$ cat src/rtl/mul_sequencer.sv
// mul_sequencer
//   Drives the control inputs of the 64-bit Am2901/Am2904 datapath through an
//   unsigned shift-add multiply. It clears the accumulator register, then
//   issues N multiply-step control words, where N is 32 or 64 depending on
//   the width flag latched at start.
//
//   Before start, the microprogram loads the multiplier into Q and the
//   multiplicand into RAM[ra]. When the sequence ends, the high half of the
//   product is in RAM[rb] and the low half is in Q.
//
// Ports
//   clk        in   1   clock
//   reset      in   1   asynchronous, active-high reset
//   start      in   1   request; only looked at in IDLE
//   abort      in   1   cancel a running sequence (CLEAR/STEP)
//   mode32_in  in   1   1: 32-step multiply, 0: 64-step; latched at start
//   ra         in   4   multiplicand register address; latched at start
//   rb         in   4   accumulator register address; latched at start
//   q0         in   1   current Q[0] from the datapath
//   Ialu       out  9   Am2901 instruction {dest,func,src}
//   A, B       out  4   datapath register addresses
//   C0         out  1   carry in (always 0)
//   Iss        out  10  Am2904 shift/status instruction
//   nCEM       out  1   machine status enable, active low (never enabled)
//   nCEN       out  1   micro status enable, active low (enabled in STEP)
//   mode32     out  1   latched width flag to the datapath
//   busy       out  1   high in CLEAR and STEP
//   done       out  1   one-cycle pulse after the last step
module mul_sequencer #(
  parameter logic [9:0] STEP_ISS = 10'h000,
  parameter logic [9:0] IDLE_ISS = 10'h000
) (
  input  logic       clk,
  input  logic       reset,
  input  logic       start,
  input  logic       abort,
  input  logic       mode32_in,
  input  logic [3:0] ra,
  input  logic [3:0] rb,
  input  logic       q0,
  output logic [8:0] Ialu,
  output logic [3:0] A,
  output logic [3:0] B,
  output logic       C0,
  output logic [9:0] Iss,
  output logic       nCEM,
  output logic       nCEN,
  output logic       mode32,
  output logic       busy,
  output logic       done
);

  // Am2901 control words used by the sequence.
  localparam logic [8:0] I_NOP     = 9'b001_011_011;  // NOP, no register write
  localparam logic [8:0] I_CLEAR   = 9'b011_100_011;  // RAMF, AND, ZB -> RAM[B] = 0
  localparam logic [8:0] I_STEP_AB = 9'b100_000_001;  // RAMQD, ADD, AB
  localparam logic [8:0] I_STEP_ZB = 9'b100_000_011;  // RAMQD, ADD, ZB

  typedef enum logic [1:0] {
    S_IDLE  = 2'd0,
    S_CLEAR = 2'd1,
    S_STEP  = 2'd2,
    S_DONE  = 2'd3
  } state_t;

  state_t     state_q;
  logic [5:0] cnt_q;     // steps remaining after the current one
  logic [3:0] ra_q;
  logic [3:0] rb_q;
  logic       mode32_q;

  // Sequencing state. The counter is loaded only in CLEAR. It stops at zero,
  // and that zero marks the final step.
  always_ff @(posedge clk or posedge reset) begin
    if (reset) begin
      state_q  <= S_IDLE;
      cnt_q    <= 6'd0;
      ra_q     <= 4'd0;
      rb_q     <= 4'd0;
      mode32_q <= 1'b0;
    end else begin
      case (state_q)
        S_IDLE: begin
          // If start and abort arrive together, start wins: abort is not looked at here.
          if (start) begin
            mode32_q <= mode32_in;
            ra_q     <= ra;
            rb_q     <= rb;
            state_q  <= S_CLEAR;
          end
        end
        S_CLEAR: begin
          if (abort) begin
            state_q <= S_IDLE;
          end else begin
            cnt_q   <= mode32_q ? 6'd31 : 6'd63;
            state_q <= S_STEP;
          end
        end
        S_STEP: begin
          // Abort has priority over the final step, so no done pulse follows.
          if (abort) begin
            state_q <= S_IDLE;
          end else if (cnt_q == 6'd0) begin
            state_q <= S_DONE;
          end else begin
            cnt_q <= cnt_q - 6'd1;
          end
        end
        default: begin  // S_DONE
          state_q <= S_IDLE;
        end
      endcase
    end
  end

  // The outputs are decoded only from the flops above and q0, with no edge in
  // between. An asynchronous reset therefore shows on the pins immediately.
  always_comb begin
    Ialu   = I_NOP;
    A      = 4'd0;
    B      = 4'd0;
    C0     = 1'b0;
    Iss    = IDLE_ISS;
    nCEM   = 1'b1;
    nCEN   = 1'b1;
    busy   = 1'b0;
    done   = 1'b0;
    mode32 = mode32_q;
    case (state_q)
      S_CLEAR: begin
        Ialu = I_CLEAR;
        A    = ra_q;
        B    = rb_q;
        busy = 1'b1;
      end
      S_STEP: begin
        // Add the multiplicand only when the multiplier bit shifting out is set.
        Ialu = q0 ? I_STEP_AB : I_STEP_ZB;
        A    = ra_q;
        B    = rb_q;
        Iss  = STEP_ISS;
        nCEN = 1'b0;
        busy = 1'b1;
      end
      S_DONE: begin
        done = 1'b1;
      end
      default: begin
      end
    endcase
  end

endmodule

$ cat config.mk
export PLATFORM = sky130hd
export DESIGN_NAME = mul_sequencer
export DESIGN_NICKNAME = d
export VERILOG_FILES = /design/src/rtl/mul_sequencer.sv
export SDC_FILE = /design/constraint.sdc
export NUM_CORES = 1
export LEC_CHECK = 0
export BUFFER_PORTS_ARGS = -buffer_cell sky130_fd_sc_hd__buf_2
export CAP_MARGIN = 25
export CORE_AREA = 2 2 45 64
export DETAILED_ROUTE_END_ITERATION = 6
export DIE_AREA = 0 0 47 66
export MAX_ROUTING_LAYER = met4
export PLACE_DENSITY = 0.78
export REMOVE_ABC_BUFFERS = 1
export SLEW_MARGIN = 20
export SYNTH_ARGS = -nofsm -noshare
export SYNTH_HDL_FRONTEND = slang
export SYNTH_SLANG_ARGS = --single-unit
$ cat constraint.sdc
create_clock -name clk -period 1.9 [get_ports clk]
set_input_delay 0.095 -clock clk [delete_from_list [all_inputs] [get_ports clk]]
set_output_delay 0.095 -clock clk [all_outputs]
set_load 0.02 [all_outputs]
==> impl_metrics.tcl, run 1 <==
set metrics [dict create \
    cts-buffers-inserted 3 \
    post_cts_buffers 0 \
    ys_dominant_reg_cell "sky130_fd_sc_hd__dfrtp_1" \
    io-pin-count 47 \
    standard_cell_core_area_um2 2532 \
    worstPathArrival_ns 2.00 \
    detailedPlacementHpwl_um 1741 \
    timing_max_transition_violations_final 0 \
    postRouteWirelength_um 2172 \
    synth_enable_flop_cells 0 \
    grt.overflow.total 0 \
    first_iter_violations 5 \
    holdCritStartpoint "mode32_in" \
    grt_setup_unrepaired "false" \
    ir_worst_vdd_v 0.001128 \
    die_area_um2 3102 \
    status "complete, no violations" \
    layout_min_cycle_time_ns 1.766 \
    cts_sinks 17 \
    grt_antenna_before_repair 0 \
    finalHoldViolations 0 \
    power.static_leakage_nw 0.6396 \
    synth.area.top_cells "sky130_fd_sc_hd__dfrtp_1, sky130_fd_sc_hd__buf_4, sky130_fd_sc_hd__mux2_2" \
    fmax_ghz 0.5661 \
    cts-hold-fix-buffers 1 \
    finish.utilization_pct 51.24 \
    globalRouteTotalUtil_pct 16.18 \
    synthDominantAreaCellType "sky130_fd_sc_hd__dfrtp_1" \
    tightestPinTransition_ns 0.6628 \
    antenna_violating_nets_post_route 0 \
    vias_in_the_first_global_route 891 \
    timing.max_slew.rel_slack_pct 55.76 \
    post_synthesis_instance_total 117 \
    clk_path_buf_depth 2 \
    p_per_area_nw_per_um2 1672 \
    max-cap-violations 0 \
    fin_crit_sh_pct 92.97 \
    yosys_warnings 0 \
    postSynth.asyncResetShare_pct 100.0 \
    clk_latency_ns 0.29 \
    synthesis.area_per_instance_um2 9.699 \
    crit_start "cnt_q[0]" \
    fp.dieH_um 66 \
    synth.ff_latch_count 17 \
    layout.nets 172 \
    areaGrowthSynthToFinish_pct 14.33 \
    crit_path_max_fanout 5 \
    diodes_inserted 0 \
    cp-start-kind "flip-flop" \
    worst_setup_path_end_kind "flip-flop" \
    required_ns 2.14 \
    synth_top_cell_area_share_pct 37.49 \
    post_route_cells_drive_above_1_share_pct 33.56 \
    portBuffers 32 \
    synth-seq-area-share_pct 37.49 \
    clkSlewWorstSetupHoldPaths_ns 0.10 \
    core.rowCount 22 \
    detail_route.wl_per_cell_um 11.74 \
    fin_tns_setup_ns 0 \
    grt_first_pass_wirelength_um 3608 \
    worst_case_clock_skew_ns 0.003711 \
    start_util_pct 44.81 \
    gp_congestion 0.8538 \
    remaining_drc_errors 0 \
    grt_start_max_net_pins 18 \
    dr_vias 888 \
    postPlaceCellArea_um2 1261 \
    r2r_start "cnt_q[0]" \
    root_buffer "sky130_fd_sc_hd__clkbuf_4" \
    placed_instances 180 \
    drt-pass1-iter-count 4 \
    synth_most_common_cell "sky130_fd_sc_hd__buf_4" \
    synth.cells.most_frequent "sky130_fd_sc_hd__buf_4, sky130_fd_sc_hd__dfrtp_1, sky130_fd_sc_hd__mux2_2" \
    via_cell_ratio 4.800 \
    setup-violations-final 0 \
    finalInstanceArea_um2 1297 \
    tritoncts "built" \
    stdcell_count 185 \
    die_w_um 47 \
    cts.htree.levels 1 \
    post_cts_repair_resize_count 0 \
    criticalPathCategory "flip-flop to flip-flop" \
    post_synth_num_cell_types 29 \
    worstHoldPathType "input pin to flip-flop" \
    synthesis.area_um2 1135 \
]
## registers in the layout, summed over array words and instances, names as in the netlist
register  count
cnt_q         6
ra_q          4
rb_q          4
state_q       2
mode32        1
## metal layers
metal / GRT usage (%) / vias up / routed length, um
li1: - / 429 / -
met1: 18.31 / 413 / 828
met2: 27.05 / 42 / 1188
met3: 1.639 / 4 / 128
met4: 8.333 / 0 / 26
met5: - / - / 0
## report_power, final
group / switching (mW) / internal (mW)
clock network: 0.115 / 0.0816
registers: 0.117 / 0.512
logic: 0.807 / 0.537
## final timing paths
check | to | slack, ns | depth (start not counted)
setup reg to reg | state_q[1] | 0.13 | 6
hold / removal | mode32 | 0.03 | 2
min in group asynchronous | ra_q[2] | 0.44 | 3
max in group asynchronous | cnt_q[3] | 1.04 | 3
hold reg to reg | rb_q[1] | 0.50 | 1
setup / recovery | state_q[1] | 0.13 | 6
## layout make-up
cell class / instances / area, um^2
tap: 36 / 45.04
clock buffer: 4 / 26.28
multi-input combinational: 85 / 585.6
inverter: 8 / 30.03
timing repair buffer: 35 / 185.2
sequential: 17 / 425.4
fill: 250 / 1235
## stage by stage
stage	power [mW]	hold WS [ns]	setup WS, ns
after floorplan	1.568	0.02107	0.0006944
after CTS	2.189	0.02286	0.1235
after global placement	1.933	0.2061	0.2341
final	2.170	0.02930	0.1335
after detailed placement	1.984	0.2312	0.1377
after global routing	2.321	0.02753	0.02782
## placed cells by master (no fill, tap or decap), types with 2 or more instances in the layout
master	n
sky130_fd_sc_hd__clkbuf_4	3
sky130_fd_sc_hd__nand2_1	5
sky130_fd_sc_hd__dfrtp_1	17
sky130_fd_sc_hd__and2_1	8
sky130_fd_sc_hd__inv_1	8
sky130_fd_sc_hd__nor2_1	7
sky130_fd_sc_hd__nor2b_1	2
sky130_fd_sc_hd__o21ai_0	6
sky130_fd_sc_hd__ha_1	8
sky130_fd_sc_hd__mux2_2	9
sky130_fd_sc_hd__conb_1	14
sky130_fd_sc_hd__buf_4	2
sky130_fd_sc_hd__a21oi_1	8
sky130_fd_sc_hd__nand2b_1	2
sky130_fd_sc_hd__o41ai_1	2
sky130_fd_sc_hd__buf_2	32
## critical path, stage by stage (launching register included)
cell	delay [ns]
sky130_fd_sc_hd__dfrtp_1	0.42
sky130_fd_sc_hd__inv_1	0.12
sky130_fd_sc_hd__ha_1	0.17
sky130_fd_sc_hd__nor3b_2	0.29
sky130_fd_sc_hd__a21boi_1	0.16
sky130_fd_sc_hd__or4b_1	0.48
sky130_fd_sc_hd__nand2_1	0.07
## cell families after synthesis
group,share of synthesized area (%)
AO/OA/AOI/OAI,13.89
adder cells (fa/ha/maj),8.821
AND/OR/NAND/NOR,15.33
buffers and inverters,14.88
flip-flops,37.49
other,0.6618
multiplexers,8.931
Note: power is estimated with default switching activity, not from simulation.
==> inputs of run 2 (changes only) <==
- MAX_ROUTING_LAYER: met4 -> default
==> impl_metrics.tcl, run 2 (synthesis results as in run 1) <==
set metrics [dict create \
    worst_setup_path_end_kind "flip-flop" \
    worstHoldPathType "input pin to flip-flop" \
    cts-buffers-inserted 3 \
    ir_worst_vdd_v 0.001128 \
    pre_cts_ws_ns 0.1377 \
    grt_first_pass_wirelength_um 3608 \
    cts.htree.levels 1 \
    first_iter_violations 4 \
    via_cell_ratio 4.800 \
    timing_max_transition_violations_final 0 \
    cp-start-kind "flip-flop" \
    fp.dieH_um 66 \
    diodes_inserted 0 \
    status "complete, no violations" \
    grt_setup_unrepaired "false" \
    remaining_drc_errors 0 \
    dr_vias 888 \
    grt_start_max_net_pins 18 \
    cts_sinks 17 \
    reg_top3 "cnt_q x6, ra_q x4, rb_q x4" \
    design_power_total_mw 2.170 \
    finalHoldViolations 0 \
    p_per_area_nw_per_um2 1672 \
    fin_crit_sh_pct 92.97 \
    pwr-share-comb_pct 61.9 \
    number_of_flip_flops_under_the_largest_register_name 6 \
    setup-violations-final 0 \
    timing.max_slew.rel_slack_pct 55.75 \
    post_route_cells_drive_above_1_share_pct 33.56 \
    fin_tns_setup_ns 0 \
    drt-pass1-iter-count 4 \
    power.static_leakage_nw 0.6396 \
    vias_in_the_first_global_route 891 \
    regMostFlops "cnt_q" \
    finish.utilization_pct 51.24 \
    areaGrowthSynthToFinish_pct 14.33 \
    crit_path_max_fanout 5 \
    grt_most_used_layer "met2" \
    globalRouteMet1Util_pct 18.13 \
    tritoncts "built" \
    mostFrequentLayoutCell "sky130_fd_sc_hd__buf_2" \
    core.rowCount 22 \
    detailedPlacementHpwl_um 1741 \
    globalRouteTotalUtil_pct 15.79 \
    portBuffers 32 \
    pwr-share-seq_pct 29.0 \
    groute.layer.met2.usage_pct 27.05 \
    cellInternalPower_mw 1.130 \
    layout.nets 172 \
    post_cts_repair_resize_count 0 \
    clk_path_buf_depth 2 \
    setup_slack_ns 0.1335 \
    tightestPinTransition_ns 0.6630 \
    fmax_ghz 0.5661 \
    clock_power_share_pct 9.1 \
    root_buffer "sky130_fd_sc_hd__clkbuf_4" \
    fillerInstances 250 \
    gp_congestion 0.8407 \
    start_util_pct 44.81 \
    required_ns 2.14 \
    die_w_um 47 \
    standard_cell_core_area_um2 2532 \
    clk_latency_ns 0.29 \
    worst_case_clock_skew_ns 0.003683 \
    die_area_um2 3102 \
    power.net_switching_mw 1.040 \
    worstPathArrival_ns 2.00 \
    max-cap-violations 0 \
    use_met3_pct 1.913 \
    seqCellArea_um2 425.4 \
    detail_route.wl_per_cell_um 11.74 \
    criticalPathCategory "flip-flop to flip-flop" \
    p_sw_share_pct 47.91 \
    clkSlewWorstSetupHoldPaths_ns 0.10 \
    io-pin-count 47 \
    postRouteWirelength_um 2172 \
    grt_antenna_before_repair 0 \
    antenna_violating_nets_post_route 0 \
    area_of_combinational_cells_with_multiple_inputs_um2 585.6 \
    final_cell_mix "sky130_fd_sc_hd__buf_2, sky130_fd_sc_hd__dfrtp_1, sky130_fd_sc_hd__conb_1, sky130_fd_sc_hd__mux2_2" \
    grt.overflow.total 0 \
    layout_min_cycle_time_ns 1.767 \
]
-- run 2: critical path: stages (launching register included) --
cell and delay [ns]:
sky130_fd_sc_hd__dfrtp_1 0.42, sky130_fd_sc_hd__inv_1 0.12, sky130_fd_sc_hd__ha_1 0.17, sky130_fd_sc_hd__nor3b_2 0.29
sky130_fd_sc_hd__a21boi_1 0.16, sky130_fd_sc_hd__or4b_1 0.48, sky130_fd_sc_hd__nand2_1 0.07
-- run 2: per-stage QoR --
| step | cells | instance area [um^2] | hold WS [ns] |
|---|---|---|---|
| 5_1_grt | 185 | 1297 | 0.02753 |
| 3_3_place_gp | 180 | 1261 | 0.2061 |
| 3_5_place_dp | 180 | 1261 | 0.2312 |
| 4_1_cts | 185 | 1297 | 0.02286 |
| 2_1_floorplan | 110 | 1041 | 0.02107 |
| 6_report | 185 | 1297 | 0.02930 |
-- run 2: power by group through the flow --
stage,Sequential (mW),Combinational (mW),Clock (mW)
after global placement,0.623,1.31,0
after floorplan,0.615,0.954,0
after CTS,0.630,1.35,0.204
after global routing,0.651,1.45,0.215
final,0.629,1.34,0.196
after detailed placement,0.637,1.35,0
-- run 2: layout make-up --
cell class / instances / area share, %
tap: 36 / 3.472
sequential: 17 / 32.79
multi-input combinational: 85 / 45.13
clock buffer: 4 / 2.025
timing repair buffer: 35 / 14.27
inverter: 8 / 2.314
-- run 2: worst paths after layout --
path | startpoint | end | slack [ns] | cells after the start
max | cnt_q[0] | state_q[1] | 0.13 | 6
min in group asynchronous | reset | ra_q[2] | 0.44 | 3
max in group asynchronous | reset | cnt_q[3] | 1.04 | 3
min reg2reg | rb_q[1] | rb_q[1] | 0.50 | 1
max reg2reg | cnt_q[0] | state_q[1] | 0.13 | 6
min | mode32_in | mode32 | 0.03 | 2
-- run 2: metal layers --
metal | part of all wire (%) | vias up
met5 | 0 | -
met4 | 1.2 | 0
met3 | 5.9 | 4
met2 | 55 | 42
met1 | 38 | 413
li1 | - | 429
-- run 2: repair_timing --
action                                 4_1_cts  5_1_grt
hold buffers                                 1        0
buffers inserted                             0        0
endpoints found under the hold margin       17        0
==> inputs of run 3 (changes only) <==
- CORE_AREA: 2 2 45 64 -> 2 2 52 73
- DIE_AREA: 0 0 47 66 -> 0 0 54 75
- PLACE_DENSITY: 0.78 -> 0.62
==> impl_metrics.tcl, run 3 (synthesis results as in run 1) <==
set metrics [dict create \
    status "complete, no violations" \
    globalRouteTotalUtil_pct 13.16 \
    finish.utilization_pct 39.00 \
    cp_top_family "adder cells" \
    fmax_ghz 0.5774 \
    antenna_violating_nets_post_route 0 \
    grt_first_pass_wirelength_um 3864 \
    worst_setup_path_end_kind "output port" \
    criticalPathCategory "flip-flop to output port" \
    root_buffer "sky130_fd_sc_hd__clkbuf_8" \
    cp-start-kind "flip-flop" \
    cts.htree.levels 1 \
    fillerInstances 359 \
    via_cell_ratio 4.617 \
    placed_instances 183 \
    number_of_flip_flops_under_the_largest_register_name 6 \
    r2r_start "cnt_q[0]" \
    io-pin-count 47 \
    layout.nets 171 \
    p_per_area_nw_per_um2 1710 \
    fin_crit_sh_pct 91.16 \
    holdCritStartpoint "mode32_in" \
    grt_antenna_before_repair 0 \
    first_iter_violations 23 \
    crit_path_max_fanout 11 \
    detailedPlacementHpwl_um 1819 \
    worst_path_largest_cell_delay_ns 0.51 \
    diodes_inserted 0 \
    ir_worst_vdd_v 0.0006575 \
    library_cell_contributing_the_largest_single_delay_on_the_critical_path "sky130_fd_sc_hd__ha_1" \
    grt.overflow.total 0 \
    timing.hold.worst_endpoint "mode32" \
    critical_path.cell_chain "inv_1, ha_1, and2_1, buf_2" \
    stdcell_count 188 \
    grt_start_max_net_pins 18 \
    power.static_leakage_nw 0.6422 \
    fp.dieH_um 75 \
    portBuffers 32 \
    die_area_um2 4050 \
    tritoncts "built" \
    gp_congestion 0.8457 \
    dr_vias 868 \
    clk_latency_ns 0.25 \
    regMostFlops "cnt_q" \
    remaining_drc_errors 0 \
    timing_max_transition_violations_final 0 \
    setup-violations-final 0 \
    drt-pass1-iter-count 4 \
    worst_case_clock_skew_ns 0.004710 \
    timing.max_slew.rel_slack_pct 54.90 \
    end_of_the_worst_register_to_register_path "state_q[1]" \
    timing.reg2reg.worst_path_depth 6 \
    fin_tns_setup_ns 0 \
    mostFrequentLayoutCell "sky130_fd_sc_hd__buf_2" \
    clkSlewWorstSetupHoldPaths_ns 0.06 \
    final_cell_mix "sky130_fd_sc_hd__buf_2, sky130_fd_sc_hd__dfrtp_1, sky130_fd_sc_hd__conb_1, sky130_fd_sc_hd__mux2_2" \
    postPlaceCellArea_um2 1259 \
    vias_in_the_first_global_route 847 \
    cts_sinks 17 \
    tightestPinTransition_ns 0.6757 \
    detail_route.wl_per_cell_um 12.40 \
    postRouteWirelength_um 2331 \
    areaGrowthSynthToFinish_pct 16.10 \
    worstHoldPathType "input pin to flip-flop" \
    cp_buf_inv_count 2 \
    standard_cell_core_area_um2 3378 \
    die_w_um 54 \
    required_ns 1.80 \
    worst_hold_path.num_cells 2 \
    start_util_pct 33.59 \
    clk_path_buf_depth 2 \
    reg_top3 "cnt_q x6, ra_q x4, rb_q x4" \
    cts-buffers-inserted 3 \
    worstPathArrival_ns 1.64 \
    grt_setup_unrepaired "false" \
    max-cap-violations 0 \
    finalInstanceArea_um2 1318 \
    post_route_cells_drive_above_1_share_pct 33.78 \
    finalHoldViolations 0 \
    r2r_setup_slack_ns 0.18 \
    core.rowCount 25 \
    layout_min_cycle_time_ns 1.732 \
]
run 3: cell types whose count changed in the layout (fill, tap and decap cells not counted), sizes merged:
cell	before	now
buf	34	33
run 3: how the worst max path moves through the flow:
stage	startpoint	to	slack, ns	cells past startpoint
2_1_floorplan	state_q[0]	state_q[1]	0.0007	6
3_3_place_gp	state_q[0]	state_q[1]	0.14	6
3_5_place_dp	state_q[0]	state_q[1]	0.14	6
4_1_cts	state_q[0]	state_q[1]	0.12	6
5_1_grt	cnt_q[0]	state_q[1]	0.003	6
6_report	state_q[1]	B[1]	0.17	4
run 3: per-stage QoR:
step           setup slack, ns  hold WS [ns]  power [mW]
6_report                0.1680       0.06755       2.253
5_1_grt               0.002551       0.06549       2.448
2_1_floorplan        0.0006944       0.02107       1.568
4_1_cts                 0.1184       0.06513       2.280
3_3_place_gp            0.1447        0.2228       1.954
3_5_place_dp            0.1378        0.2250       1.998
run 3: metal layers:
metal | track usage, % | wire, um | vias up
met3 | 2.381 | 118 | 4
met2 | 21.95 | 1268 | 24
met4 | 8.611 | 57 | 0
met1 | 15.08 | 886 | 413
met5 | 0 | 0 | -
li1 | - | - | 427
run 3: timing repair:
item | CTS | global route
endpoints found under the setup margin | 0 | 1
hold endpoints to repair | 17 | 0
setup buffers | 0 | 0
hold buffers | 1 | 0
gates resized for setup | 0 | 1
run 3: power by group:
part	internal [mW]	total, mW	switching [mW]
Sequential	0.513	0.627	0.113
Clock	0.149	0.268	0.120
Combinational	0.530	1.36	0.827
run 3: final cells by class:
| class | count | area (um^2) | area share [%] |
|---|---|---|---|
| well taps | 40 | 50.05 | 3.799 |
| multi-input cells | 85 | 589.3 | 44.73 |
| repair buffers | 34 | 177.7 | 13.49 |
| flip-flops and latches | 17 | 425.4 | 32.29 |
| inverters | 8 | 30.03 | 2.279 |
| clock buffers | 4 | 45.04 | 3.419 |
